===== src/rtl/sdm_chan_ctrl.sv =====
// sdm_chan_ctrl: loads channel words {N, frac} into the PLL sigma-delta modulator, then waits out settling.
// Optional warm-retune ramp is built in when SDM_CHAN_CTRL_RAMP_EN is defined.
module sdm_chan_ctrl #(
  parameter int W          = 16,
  parameter int NW         = 6,
  parameter int INIT_CYC   = 4,
  parameter int SETTLE_CYC = 1000,
  parameter int RAMP_STEP  = 256,
  parameter int RAMP_DIV   = 4
) (
  input  logic          clk,
  input  logic          rst,
  input  logic          cfg_valid,
  output logic          cfg_ready,
  input  logic [NW-1:0] cfg_n,
  input  logic [W-1:0]  cfg_frac,
  output logic          sdm_rstn,
  output logic [NW-1:0] sdm_n,
  output logic [W-1:0]  sdm_din,
  output logic          busy,
  output logic          settled,
  output logic          done
);

`ifdef SDM_CHAN_CTRL_RAMP_EN
  typedef enum logic [2:0] {
    ST_COLD = 3'd0, ST_INIT = 3'd1, ST_RAMP = 3'd2, ST_SETTLE = 3'd3, ST_LOCK = 3'd4
  } state_t;
`else
  typedef enum logic [2:0] {
    ST_COLD = 3'd0, ST_INIT = 3'd1, ST_SETTLE = 3'd3, ST_LOCK = 3'd4
  } state_t;
`endif

  state_t        state_q, state_d;
  logic [19:0]   cnt_q, cnt_d;
  logic          sdm_rstn_q, sdm_rstn_d;
  logic [NW-1:0] sdm_n_q, sdm_n_d;
  logic [W-1:0]  sdm_din_q, sdm_din_d;
  logic          cfg_ready_q, cfg_ready_d;
  logic          busy_q, busy_d;
  logic          settled_q, settled_d;
  logic          done_q, done_d;
  logic          xfer_s;

  assign xfer_s = cfg_valid & cfg_ready_q;

`ifdef SDM_CHAN_CTRL_RAMP_EN
  localparam int CW = NW + W;
  localparam logic [CW:0] STEP_V = (CW+1)'(RAMP_STEP);

  logic [CW-1:0] tgt_q, tgt_d;
  logic [CW-1:0] cur_s;
  logic [CW:0]   diff_s, dabs_s;

  // Difference is taken one bit wider so it never wraps; its MSB is the sign.
  assign cur_s  = {sdm_n_q, sdm_din_q};
  assign diff_s = {1'b0, tgt_q} - {1'b0, cur_s};
  assign dabs_s = diff_s[CW] ? ((CW+1)'(0) - diff_s) : diff_s;
`endif

  // Next-state, counter and output computation.
  always_comb begin
    state_d    = state_q;
    cnt_d      = cnt_q;
    sdm_rstn_d = sdm_rstn_q;
    sdm_n_d    = sdm_n_q;
    sdm_din_d  = sdm_din_q;
`ifdef SDM_CHAN_CTRL_RAMP_EN
    tgt_d      = tgt_q;
`endif
    case (state_q)
      ST_COLD: begin
        if (xfer_s) begin
          sdm_n_d    = cfg_n;
          sdm_din_d  = cfg_frac;
          sdm_rstn_d = 1'b0;
          cnt_d      = 20'(INIT_CYC - 1);
          state_d    = ST_INIT;
        end else begin
          cnt_d = cnt_q;
        end
      end
      ST_INIT: begin
        if (cnt_q == 20'd0) begin
          sdm_rstn_d = 1'b1;
          cnt_d      = 20'(SETTLE_CYC - 1);
          state_d    = ST_SETTLE;
        end else begin
          cnt_d = cnt_q - 20'd1;
        end
      end
`ifdef SDM_CHAN_CTRL_RAMP_EN
      ST_RAMP: begin
        if (cnt_q == 20'd0) begin
          if (dabs_s <= STEP_V) begin
            {sdm_n_d, sdm_din_d} = tgt_q;
            cnt_d                = 20'(SETTLE_CYC - 1);
            state_d              = ST_SETTLE;
          end else if (diff_s[CW]) begin
            {sdm_n_d, sdm_din_d} = cur_s - STEP_V[CW-1:0];
            cnt_d                = 20'(RAMP_DIV - 1);
          end else begin
            {sdm_n_d, sdm_din_d} = cur_s + STEP_V[CW-1:0];
            cnt_d                = 20'(RAMP_DIV - 1);
          end
        end else begin
          cnt_d = cnt_q - 20'd1;
        end
      end
`endif
      ST_SETTLE: begin
        if (cnt_q == 20'd0) begin
          state_d = ST_LOCK;
        end else begin
          cnt_d = cnt_q - 20'd1;
        end
      end
      ST_LOCK: begin
        if (xfer_s) begin
`ifdef SDM_CHAN_CTRL_RAMP_EN
          tgt_d   = {cfg_n, cfg_frac};
          cnt_d   = 20'(RAMP_DIV - 1);
          state_d = ST_RAMP;
`else
          sdm_n_d   = cfg_n;
          sdm_din_d = cfg_frac;
          cnt_d     = 20'(SETTLE_CYC - 1);
          state_d   = ST_SETTLE;
`endif
        end else begin
          cnt_d = cnt_q;
        end
      end
      default: begin
        state_d    = ST_COLD;
        sdm_rstn_d = 1'b0;
      end
    endcase

    cfg_ready_d = (state_d == ST_COLD) || (state_d == ST_LOCK);
    busy_d      = ~cfg_ready_d;
    settled_d   = (state_d == ST_LOCK);
    done_d      = settled_d && (state_q != ST_LOCK);
  end

  // State, counter and registered outputs.
  always_ff @(posedge clk or posedge rst) begin
    if (rst) begin
      state_q     <= ST_COLD;
      cnt_q       <= 20'd0;
      sdm_rstn_q  <= 1'b0;
      sdm_n_q     <= '0;
      sdm_din_q   <= '0;
      cfg_ready_q <= 1'b1;
      busy_q      <= 1'b0;
      settled_q   <= 1'b0;
      done_q      <= 1'b0;
    end else begin
      state_q     <= state_d;
      cnt_q       <= cnt_d;
      sdm_rstn_q  <= sdm_rstn_d;
      sdm_n_q     <= sdm_n_d;
      sdm_din_q   <= sdm_din_d;
      cfg_ready_q <= cfg_ready_d;
      busy_q      <= busy_d;
      settled_q   <= settled_d;
      done_q      <= done_d;
    end
  end

`ifdef SDM_CHAN_CTRL_RAMP_EN
  // Ramp target register.
  always_ff @(posedge clk or posedge rst) begin
    if (rst) begin
      tgt_q <= '0;
    end else begin
      tgt_q <= tgt_d;
    end
  end
`endif

  assign cfg_ready = cfg_ready_q;
  assign sdm_rstn  = sdm_rstn_q;
  assign sdm_n     = sdm_n_q;
  assign sdm_din   = sdm_din_q;
  assign busy      = busy_q;
  assign settled   = settled_q;
  assign done      = done_q;

endmodule


===== config.mk =====
export PLATFORM = sky130hd
export DESIGN_NAME = sdm_chan_ctrl
export DESIGN_NICKNAME = d
export VERILOG_FILES = /design/src/rtl/sdm_chan_ctrl.sv
export SDC_FILE = /design/constraint.sdc
export NUM_CORES = 1
export LEC_CHECK = 0
export CORE_ASPECT_RATIO = 0.8
export CORE_MARGIN = 2
export CORE_UTILIZATION = 54
export CTS_CLUSTER_SIZE = 28
export DETAILED_ROUTE_END_ITERATION = 10
export PLACE_DENSITY = 0.87
export SETUP_SLACK_MARGIN = 0.15
export SYNTH_ARGS = -nofsm -noshare
export SYNTH_HDL_FRONTEND = slang
export SYNTH_SLANG_ARGS = --single-unit

===== constraint.sdc =====
create_clock -name clk -period 3.13 [get_ports clk]
set_input_delay 0.7825 -clock clk [delete_from_list [all_inputs] [get_ports clk]]
set_output_delay 0.7825 -clock clk [all_outputs]
set_load 0.05 [all_outputs]

==> impl_metrics.toml <==
[route]
antenna_left = 0
wl_mm = 5.34
drtIter0Drc = 376
firstDrtPassIters = 5
drc = 0
viasPerCell = 5.98
post_drt_wl_per_cell_um = 16.5
num_vias = 1938

[clocking]
clk_latency_ns = 0.30
cts.sinks = 50
cts_buffer_depth = 2
clkTransAtPathRegs_ns = 0.09
clk_root_buffer_cell = "clkbuf_8"
h-tree-depth = 2
cts_buffers = 5
cts_hold_buf = 0
cts_setup_buffers = 0
cts_tree = "yes"
cts.repair.resized = 0

[global_routing]
grt_pass1_wl_mm = 9.05
grtUsageMet3_pct = 4.91
grt_usage_pct = 23.4
use_met1_pct = 32.4
grtUsageMet2_pct = 37.4
busiest_layer = "met2"
grt_pass1_vias = 1885
grt_max_degree = 28
antenna_found_initial = 0
grt-ovfl-total = 0

[sta]
fmax_ghz = 0.382
tns_ns = 0
slew_violations = 0
finalCriticalPeriod_ns = 2.62
worst_pin_slew_ns = 0.789
rsz0062_at_grt = "no"
setup_viol = 0
final.setup.worst_slack_ns = 0.512
finalClockSkew_ns = 0.0109
relSlewSlack_pct = 47.4
hold_viol_final = 0
period_share_pct = 83.6

[setup_path]
arrival_ns = 2.80
slowest_stage = "clkdlybuf4s50_1"
cp.required_ns = 3.32
crit_chain = "clkdlybuf4s50_1 > nor4bb_4 > nor2_1 > a41o_1 > inv_1 > o21a_1 > o32a_1"
critPathMaxFanout = 12
critical-path-max-stage-delay_ns = 0.44
endpoint_kind = "flop"
worstSetupStartpointType = "input port"
path_buf_inv = 2
crit_family = "compound AO/OA/AOI/OAI gates"
path_class = "in2reg"

[die]
coreArea_mm2 = 0.00418
rows = 21
die-area_mm2 = 0.00487
num_io_pins = 52
die_w_um = 77.5
die_h_um = 62.8
initial_utilization_pct = 55.9

[placed_design]
port_buffers = 51
dp_slack_ns = 0.234
dpl.cell_count = 316
place_area_mm2 = 0.00293
dp_hpwl_mm = 3.94
place.gp.congestion = 0.942

[cells_and_area]
diodes = 0
area_delta_synth_final_pct = 28.9
final_common_cell = "clkdlybuf4s50_1"
fin_area_mm2 = 0.00301
n_fill_cell = 274
layout-drive-gt1-share_pct = 15.7
regArea_mm2 = 0.00125
final_cell_mix = "clkdlybuf4s50_1 (51), dfrtp_1 (49), o21ai_0 (22), mux2_2 (22), a21oi_1 (16)"
stdcell_count = 324
multi_input_area_mm2 = 0.00101
nets = 293

[power_and_ir_drop]
leakagePower_nw = 1.27
power_density_mw_per_mm2 = 1080
vdd_drop_max_mv = 0.643

[synthesis]
netlist_instances = 215
synth_area_leader_cell = "dfrtp_1"
synth_top_family_by_area = "compound AO/OA/AOI/OAI gates"
yosysSeqAreaShare_pct = 53.6
syn_nets = 242
synthTopCellsByArea = "dfrtp_1 (52%), mux2_2 (11%), o21ai_0 (4.7%)"
yosysWarnings = 0
ys_types = 46
synth_ff_type = "dfrtp_1"
synth_compound_area_share_pct = 17.2
synth-seq-cells = 50
syn_area_mm2 = 0.00234
synth_top_area_share_pct = 52.5
async_flop_share_pct = 100
avgSynthCellArea_um2 = 10.9
synthMuxAreaShare_pct = 10.6
synthAdderAreaFrac_pct = 1.07
synth-edff-count = 0
synth-xor-area-share_pct = 0
synthSimpleGateAreaFrac_pct = 13.9

[worst_hold_path]
hold_path_class = "reg2reg"

[flow_run]
cap_viol_max_count = 0

[status]
status = "finished, final reports clean"
==> flip-flops by register name, indices dropped and copies added (netlist names) <==
register / count
busy: 1
cfg_ready: 1
cnt_q: 20
done: 1
sdm_din: 16
sdm_n: 6
sdm_rstn: 1
settled: 1
state_q: 3
==> layer usage <==
metal	wire length [um]	vias up	part of all wire [%]
met1	2300	906	43
met2	2550	111	48
met5	0	-	0
li1	-	903	-
met4	107	0	2.0
met3	387	18	7.2
==> power by group <==
group | leakage, nW | internal, mW | switching (mW) | total (mW)
logic | 0.602 | 0.635 | 1.10 | 1.74
registers | 0.626 | 0.925 | 0.224 | 1.15
clock network | 0.0452 | 0.158 | 0.208 | 0.366
==> area by class of cell <==
class	instances	area share, %
Sequential cell	50	41.6
Multi-Input combinational cell	144	33.7
Timing Repair Buffer	54	18.1
Clock buffer	6	2.41
Clock inverter	2	0.457
Inverter	11	1.37
Tap cell	57	2.37
==> cell usage after synthesis (2+ instances only) <==
library cell,count
dfrtp_1,49
mux2_2,22
nor3_1,4
nand2b_1,2
nor4_1,4
nand4_1,4
a21oi_1,16
nand2_1,6
nor2_1,15
a22o_1,2
o21ai_0,22
buf_2,4
and2_1,4
nor4_2,2
clkbuf_1,3
nor4b_1,2
buf_1,3
a21o_1,3
o21a_1,2
inv_1,11
nand3_1,4
o211ai_1,2
ha_1,2
a31oi_1,5
==> worst paths after layout <==
path	startpoint	end	slack [ns]	depth (start not counted)
max	cfg_valid	cnt_q[5]	0.51	7
min	cnt_q[19]	cnt_q[19]	0.50	1
max reg2reg	cnt_q[0]	cnt_q[5]	0.52	8
min reg2reg	cnt_q[19]	cnt_q[19]	0.50	1
max in group asynchronous	rst	cfg_ready	1.71	3
min in group asynchronous	rst	sdm_din[3]	0.83	2
==> stage by stage <==
step | hold slack, ns | total power, mW | util (%)
after detailed placement | 0.480 | 2.88 | 70.0
final | 0.495 | 3.25 | 72.1
after global routing | 0.526 | 3.43 | 72.1
after floorplan | 0.451 | 2.32 | -
after CTS | 0.492 | 3.25 | 72.1
after global placement | 0.470 | 2.83 | 70.0
==> worst reg2reg max path, cell delays in order (launching register included) <==
cell	delay, ns
dfrtp_1	0.42
inv_1	0.16
ha_1	0.18
nor4b_1	0.34
and4_1	0.31
a41o_1	0.45
inv_1	0.30
o21a_1	0.17
o32a_1	0.17
==> cells by family after synthesis <==
kind of cell | Yosys count
and+or+nand+nor | 56
muxes | 22
adders and majority gates | 2
buffers and inverters | 21
AOI/OAI and AO/OA | 64
DFF | 50
Note: power is estimated with default switching activity, not from simulation.
